===== src/rtl/program_loader.sv =====
// Byte-stream loader: receives a length/word/checksum frame and writes the words
// into instruction memory, holding the CPU in reset until a verified frame lands.
module program_loader #(
  parameter int unsigned ADDR_W  = 8,
  parameter int unsigned TIMEOUT = 255
) (
  input  logic              Clk,
  input  logic              Reset,
  input  logic              Start,
  input  logic [7:0]        Rx_Data,
  input  logic              Rx_Valid,
  output logic              Rx_Ready,
  output logic [ADDR_W-1:0] I_addr,
  output logic [15:0]       I_data,
  output logic              I_wr,
  output logic              Cpu_Reset,
  output logic              Busy,
  output logic              Done,
  output logic              Error,
  output logic [7:0]        Word_Count
);

  localparam int unsigned IDLE_W = (TIMEOUT < 2) ? 1 : $clog2(TIMEOUT + 1);

  typedef enum logic [2:0] {
    S_IDLE, S_LEN, S_HI, S_LO, S_WR, S_CHK, S_DONE, S_ERR
  } state_t;

  state_t            r_state;
  logic [8:0]        r_len;
  logic [8:0]        r_idx;
  logic [7:0]        r_hi;
  logic [7:0]        r_xor;
  logic [IDLE_W-1:0] r_idle;

  state_t w_next;
  logic   w_xfer;
  logic   w_timeout;
  logic   w_enter_len;

  function automatic state_t f_next(input state_t s, input logic start, input logic xfer,
                                    input logic tmo, input logic chk_ok, input logic last_word);
    f_next = s;
    case (s)
      S_IDLE, S_DONE, S_ERR: if (start) f_next = S_LEN;
      S_LEN: if (xfer) f_next = S_HI;  else if (tmo) f_next = S_ERR;
      S_HI:  if (xfer) f_next = S_LO;  else if (tmo) f_next = S_ERR;
      S_LO:  if (xfer) f_next = S_WR;  else if (tmo) f_next = S_ERR;
      S_WR:  f_next = last_word ? S_CHK : S_HI;
      S_CHK: if (xfer) f_next = chk_ok ? S_DONE : S_ERR;
             else if (tmo) f_next = S_ERR;
      default: f_next = S_IDLE;
    endcase
  endfunction

  assign w_xfer      = Rx_Valid && Rx_Ready;
  assign w_timeout   = !w_xfer && (r_idle == IDLE_W'(TIMEOUT - 1));
  assign w_next      = f_next(r_state, Start, w_xfer, w_timeout, Rx_Data == r_xor,
                              (r_idx + 9'd1) == r_len);
  assign w_enter_len = (w_next == S_LEN) && (r_state != S_LEN);

  // State, datapath and registered status outputs decoded from the next state.
  always_ff @(posedge Clk or posedge Reset) begin
    if (Reset) begin
      r_state    <= S_IDLE;
      r_len      <= '0;
      r_idx      <= '0;
      r_hi       <= '0;
      r_xor      <= '0;
      r_idle     <= '0;
      Rx_Ready   <= 1'b0;
      I_addr     <= '0;
      I_data     <= '0;
      I_wr       <= 1'b0;
      Cpu_Reset  <= 1'b0;
      Busy       <= 1'b0;
      Done       <= 1'b0;
      Error      <= 1'b0;
      Word_Count <= '0;
    end else begin
      r_state   <= w_next;
      Rx_Ready  <= (w_next inside {S_LEN, S_HI, S_LO, S_CHK});
      Busy      <= (w_next inside {S_LEN, S_HI, S_LO, S_WR, S_CHK});
      Cpu_Reset <= !(w_next inside {S_IDLE, S_DONE});
      Done      <= (w_next == S_DONE);
      Error     <= (w_next == S_ERR);
      I_wr      <= 1'b0;

      if (w_xfer && r_state != S_CHK) r_xor <= r_xor ^ Rx_Data;

      if (w_enter_len) begin
        r_xor      <= '0;
        r_idle     <= '0;
        Word_Count <= '0;
      end else if (w_xfer) begin
        r_idle <= '0;
      end else if (r_state inside {S_LEN, S_HI, S_LO, S_CHK}) begin
        r_idle <= r_idle + IDLE_W'(1);
      end

      case (r_state)
        S_LEN: if (w_xfer) begin
          r_len <= {Rx_Data == 8'd0, Rx_Data};
          r_idx <= '0;
        end
        S_HI: if (w_xfer) r_hi <= Rx_Data;
        S_LO: if (w_xfer) begin
          I_data <= {r_hi, Rx_Data};
          I_addr <= ADDR_W'(r_idx);
          I_wr   <= 1'b1;
        end
        S_WR: begin
          r_idx      <= r_idx + 9'd1;
          Word_Count <= Word_Count + 8'd1;
        end
        default: ;
      endcase
    end
  end

endmodule


===== config.mk =====
export PLATFORM = sky130hd
export DESIGN_NAME = program_loader
export DESIGN_NICKNAME = d
export VERILOG_FILES = /design/src/rtl/program_loader.sv
export SDC_FILE = /design/constraint.sdc
export NUM_CORES = 1
export LEC_CHECK = 0
export BUFFER_PORTS_ARGS = -buffer_cell sky130_fd_sc_hd__buf_2
export CAP_MARGIN = 0
export CORE_MARGIN = 2
export CORE_UTILIZATION = 45
export DETAILED_ROUTE_END_ITERATION = 6
export PLACE_DENSITY = 0.7
export SETUP_SLACK_MARGIN = 0.5
export SLEW_MARGIN = 20
export SYNTH_ARGS = -nofsm -noshare
export SYNTH_HDL_FRONTEND = slang
export SYNTH_SLANG_ARGS = --single-unit

===== constraint.sdc =====
create_clock -name Clk -period 3.6 [get_ports Clk]
set_input_delay 0.72 -clock Clk [delete_from_list [all_inputs] [get_ports Clk]]
set_output_delay 0.72 -clock Clk [all_outputs]
set_load 0.02 [all_outputs]

# After elaboration in Yosys (flattened, before gate mapping)
# Index checks and enable logic that the tools add are counted.
[op_classes]
n_addsub = 3
multipliers = 0
div = 0
order_cmp = 0
n_eq_ne = 20
shifts = 0
mux = 20
n_bitwise = 1
reduce_logical = 22
[op_table]
columns = ["op", "count"]
rows = [
  ["two-way mux 8 bit", 7],
  ["equality test 3 bit, second input constant", 8],
  ["two-way mux 3 bit", 7],
  ["case mux 3 bit (6 select lines)", 1],
  ["case mux 9 bit (2 select lines)", 1],
  ["adder 8 x 1 -> 8 bit, second input constant", 2],
  ["equality test 3 x 2 -> 1 bit, second input constant", 4],
  ["adder 9 x 1 -> 9 bit, second input constant", 1],
  ["equality test 9 bit", 1],
  ["two-way mux 9 bit", 1],
  ["equality test 8 bit", 1],
  ["equality test 8 bit, second input constant", 1],
  ["logical NOT 8 bit", 1],
  ["AND reduction 2 bit", 4],
  ["nonzero test 2 bit", 4],
  ["nonzero test 4 bit", 2],
  ["bitwise XOR 8 bit", 1],
  ["equality test 3 x 1 -> 1 bit, second input constant", 2],
  ["logical NOT 3 bit", 2],
  ["nonzero test 5 bit", 1],
  ["logical AND 1 bit", 4],
  ["two-way mux 1 bit", 3],
  ["!= test 3 x 1 -> 1 bit, second input constant", 1],
  ["!= test 3 bit, second input constant", 1],
  ["other kinds (4)", 5],
]
[word_totals]
register_bits = 83
latchBits = 0
ram_bits = 0
rom_bits = 0
inputBits = 12
wordCells = 81
mem_count = 0

# Depth between registers and ports, before layout
[logic_depth]
depth_word = 10
ltp_mapped = 7
ltp_nobuf = 7

# Least setup slack after synthesis
# Ideal clock, no wire load.
[synth_timing]
path_type = "input port to flip-flop"
from = "in Rx_Valid"
to = "reg Cpu_Reset"
t_arrival_ns = 1.996
setup_slack_ns = 1.480
path_stages = 6
path_buffers = 0
cell_sequence = "and2_1 > a41o_1 > o311ai_0 > a21oi_2 > o21ba_4 > or2_1"
[synth_between]
elab_chain_len = 9
[synth_rtl]
columns = ["element", "line_no", "text"]
rows = [
  ["start: declaration", "11", "input logic Rx_Valid,"],
  ["logical AND 1 bit (*)", "56", "assign w_xfer = Rx_Valid && Rx_Ready;"],
  ["logical NOT 1 bit", "57", "assign w_timeout = !w_xfer && (r_idle == IDLE_W'(TIMEOUT - 1));"],
  ["logical AND 1 bit", "57", ""],
  ["two-way mux 3 bit", "-", ""],
  ["two-way mux 3 bit (on tied branches)", "-", ""],
  ["case mux 3 bit (6 select lines) (*)", "44", "case (s)"],
  ["via w_next[0]", "36", "state_t w_next;"],
  ["equality test 3 bit or logical NOT 3 bit (tied branches)", "84", "Cpu_Reset <= !(w_next inside {S_IDLE, S_DONE});"],
  ["nonzero test 2 bit (*)", "84", ""],
  ["logical NOT 1 bit (*)", "84", ""],
  ["end signal: assignment", "84", ""],
  ["end: declaration", "16", "output logic Cpu_Reset,"],
]
# Mark *: on every way through the listed nets, which the timed path passes. The rest lies on a longest branch.
# A chain may end at the register's enable or synchronous reset.

# Worst setup path in the final report
[layout_timing]
from = "reg r_idx[0]"
to = "reg Done"
[layout_between]
elab_chain_len = 5
[layout_rtl]
columns = ["element", "line_no", "text"]
rows = [
  ["start: declaration", "31", "logic [8:0] r_idx;"],
  ["start signal: assignment", "113", "r_idx <= r_idx + 9'd1;"],
  ["adder 9 x 1 -> 9 bit", "59", "(r_idx + 9'd1) == r_len);"],
  ["equality test 9 bit", "59", ""],
  ["two-way mux 3 bit", "49", "S_WR: f_next = last_word ? S_CHK : S_HI;"],
  ["case mux 3 bit (6 select lines)", "44", ""],
  ["via w_next[0]", "36", ""],
  ["equality test 3 bit", "85", "Done <= (w_next == S_DONE);"],
  ["end signal: assignment", "85", ""],
  ["end: declaration", "18", "output logic Done,"],
]
# The timed path passes the listed nets, and every way through them passes these cells.

==> results.json <==
{
  "htreeDepth": 3,
  "end_kind": "flop",
  "finalPower_mw": 3.821,
  "routed_via_density": 5.468,
  "yosys_warnings": 0,
  "numPortBuffers": 49,
  "power_leakage_nw": 2.153,
  "cap_violations": 0,
  "fin_crit_sh_pct": 65.36,
  "syn_area_sq_mm": 0.003954,
  "cts_buffers": 9,
  "worst_slew_pin_slew_ns": 0.7750,
  "routedWlPerCell_um": 15.40,
  "dr_wl_met3_um": 409,
  "r2r-start": "r_idx[0]",
  "cts.sinks": 83,
  "syn-num-nets": 381,
  "syn_to_final_growth_pct": 15.00,
  "fill_cells": 796,
  "drc": 0,
  "grt_pass1_wl_um": 14180,
  "ys_ff_latch": 83,
  "root_buffer": "clkbuf_8",
  "fin_setup_tns_ns": 0,
  "synth_simple_gate_area_share_pct": 14.24,
  "path_clk_slew_ns": 0.09,
  "globalplace.congestion": 0.8634,
  "grt_pass1_vias": 2928,
  "outcome": "complete, no violations",
  "synth_area_per_cell_sq_um": 10.83,
  "worst_clock_skew_ns": 0.01015,
  "row_count": 34,
  "antenna_found_initial": 0,
  "drv_slew": 0,
  "synth-xor-area-share_pct": 7.437,
  "drt_iter0_drc": 117,
  "crit_arrival_ns": 2.60,
  "clk_path_buf_depth": 2,
  "clock.fmax_mhz": 425.0,
  "fp.dieH_um": 97.74,
  "synth_compound_area_share_pct": 11.14,
  "finalSetupViolCount": 0,
  "slew_headroom_pct": 48.21,
  "hold_viol_final": 0,
  "synth_edf_count": 0,
  "fin_crit_ns": 2.353,
  "grt.overflow.total": 0,
  "ir_worst_vdd_v": 0.0004150,
  "hold_class": "in -> async",
  "muxShareOfSynthArea_pct": 11.11,
  "ant_nets": 0,
  "ys.flop_type": "dfrtp_1",
  "yosys.area_share.adder_pct": 1.266,
  "postCtsHoldBufs": 0,
  "vias": 2898,
  "cts_resized": 0,
  "critPathMaxFanout": 10,
  "grt_max_degree": 37,
  "ys_seq_area_share_pct": 52.53,
  "core_area_sq_mm": 0.008636,
  "grt_usage_pct": 18.40,
  "dpl.hpwl_um": 5683,
  "post_route_cells_drive_above_1_share_pct": 27.96,
  "synth_top_family_by_area": "simple AND/OR/NAND/NOR gates",
  "nNetsFinal": 433,
  "cts_tree": "built",
  "synthDistinctLibCells": 48,
  "critPathLaunch": "r_idx[0]",
  "num_antenna_cells": 0,
  "start_util_pct": 45.78,
  "p_per_area_mw_per_mm2": 840.4,
  "post_cts.repair.setup_buffers": 0,
  "drt-pass1-iter-count": 4,
  "dp.cells": 514,
  "cp.required_ns": 3.85,
  "design.die.area_sq_mm": 0.009552,
  "rsz0062_at_grt": "no",
  "clk_latency_ns": 0.36,
  "fp.dieW_um": 97.74,
  "async_reset_ff_share_pct": 100.0,
  "cp-start-kind": "flop",
  "met2_length_um": 3787,
  "wl_met1_um": 3845,
  "wl_um": 8160,
  "instances_no_fill": 530,
  "worstSetupPathType": "reg -> reg",
  "top_layer": "met4",
  "synthCells": 365,
  "io_pins": 50
}
final timing paths:
check / endpoint / slack [ns] / cells after the start
worst min-delay path: r_hi[1] / 0.29 / 2
max in group asynchronous: r_xor[6] / 2.56 / 3
worst max-delay path: Done / 1.25 / 7
min in group Clk: I_addr[4] / 0.49 / 2
worst max register to register: Done / 1.25 / 7
worst min register to register: I_addr[4] / 0.49 / 2
flip-flops by register name, indices dropped and copies added, names as in the netlist, 3 cells and up:
register,count
I_data,16
r_idx,9
r_len,9
I_addr,8
Word_Count,8
r_hi,8
r_idle,8
r_xor,8
r_state,3
per-stage QoR:
step	hold slack, ns	setup WS, ns	utilization (%)	area (sq um)
floorplan	0.4702	0.7432	-	3954
global placement	0.4644	1.272	49.99	4317
detailed placement	0.4733	1.262	49.99	4317
CTS	0.2783	1.245	52.65	4547
global route	0.2890	1.051	52.65	4547
finish	0.2878	1.247	52.65	4547
cell usage after synthesis (all sizes together), types with 3 or more instances:
library cell / instances / area share [%]
and3: 7 / 1.1
mux2: 39 / 11
a21oi: 12 / 1.6
o21ai: 32 / 4.1
nand3: 11 / 1.5
ha: 4 / 1.3
and4: 3 / 0.73
nand4: 8 / 1.3
xor2: 23 / 5.1
o41ai: 4 / 0.89
inv: 7 / 0.66
nor4: 4 / 0.63
clkbuf: 11 / 1.1
a31oi: 6 / 0.95
nor2: 39 / 3.7
or2: 5 / 0.79
dfrtp: 83 / 53
xnor2: 8 / 1.8
nand2: 30 / 2.8
buf: 3 / 0.54
critical path: stages, from the launching register on:
cell and delay [ns]:
dfrtp_1 0.51, ha_1 0.32, nand3_2 0.19, or3_1 0.43
a221oi_2 0.30, and4_4 0.29, o21ba_4 0.15, nor2_1 0.05
power by group:
group	switching, mW	total (mW)	leakage (nW)	internal [mW]
clock	0.364	0.769	0.117	0.404
sequential	0.311	1.60	1.06	1.28
combinational	0.805	1.46	0.975	0.652
cell type report:
cell class | instances | area (sq um) | area share (%)
multi-input combinational | 261 | 1787 | 39.30
timing repair buffer | 55 | 290.3 | 6.384
inverter | 7 | 27.53 | 0.6054
clock inverter | 7 | 106.4 | 2.339
clock buffer | 9 | 123.9 | 2.724
sequential | 83 | 2077 | 45.68
tap | 108 | 135.1 | 2.972
logic make-up after synthesis:
family                     count (synthesis)
AOI/OAI and AO/OA                         70
xor gates and xnor gates                  32
adders and majority gates                  4
buffers and inverters                     21
DFF                                       83
muxes                                     39
and+or+nand+nor                          116
cells in the final DEF (no fill, tap or decap), drive strengths merged, types with 2 or more instances in the layout:
cell    netlist  layout
a21o          2       2
clkinv        0       2
xor2         23      23
ha            4       4
nand3        11      11
dfrtp        83      83
clkbuf       11       9
mux2         39      39
a31oi         6       6
xnor2         8       8
bufinv        0       2
o21ai        32      32
or2           5       5
a211o         2       2
buf           3      55
a22oi         2       2
nand4         8       8
o22ai         2       2
and3          7       7
inv           7      10
and4          3       3
nor4          4       4
nor2         39      39
a21oi        12      12
or3           2       2
nand2        30      30
o41ai         4       4
nand2b        2       2
routing by layer:
layer  track usage, %  up-vias
li1                 -     1398
met3            5.154       13
met5                0        -
met1            25.33     1421
met4            5.662        0
met2            28.65       66
(Power assumes the default switching activity.)
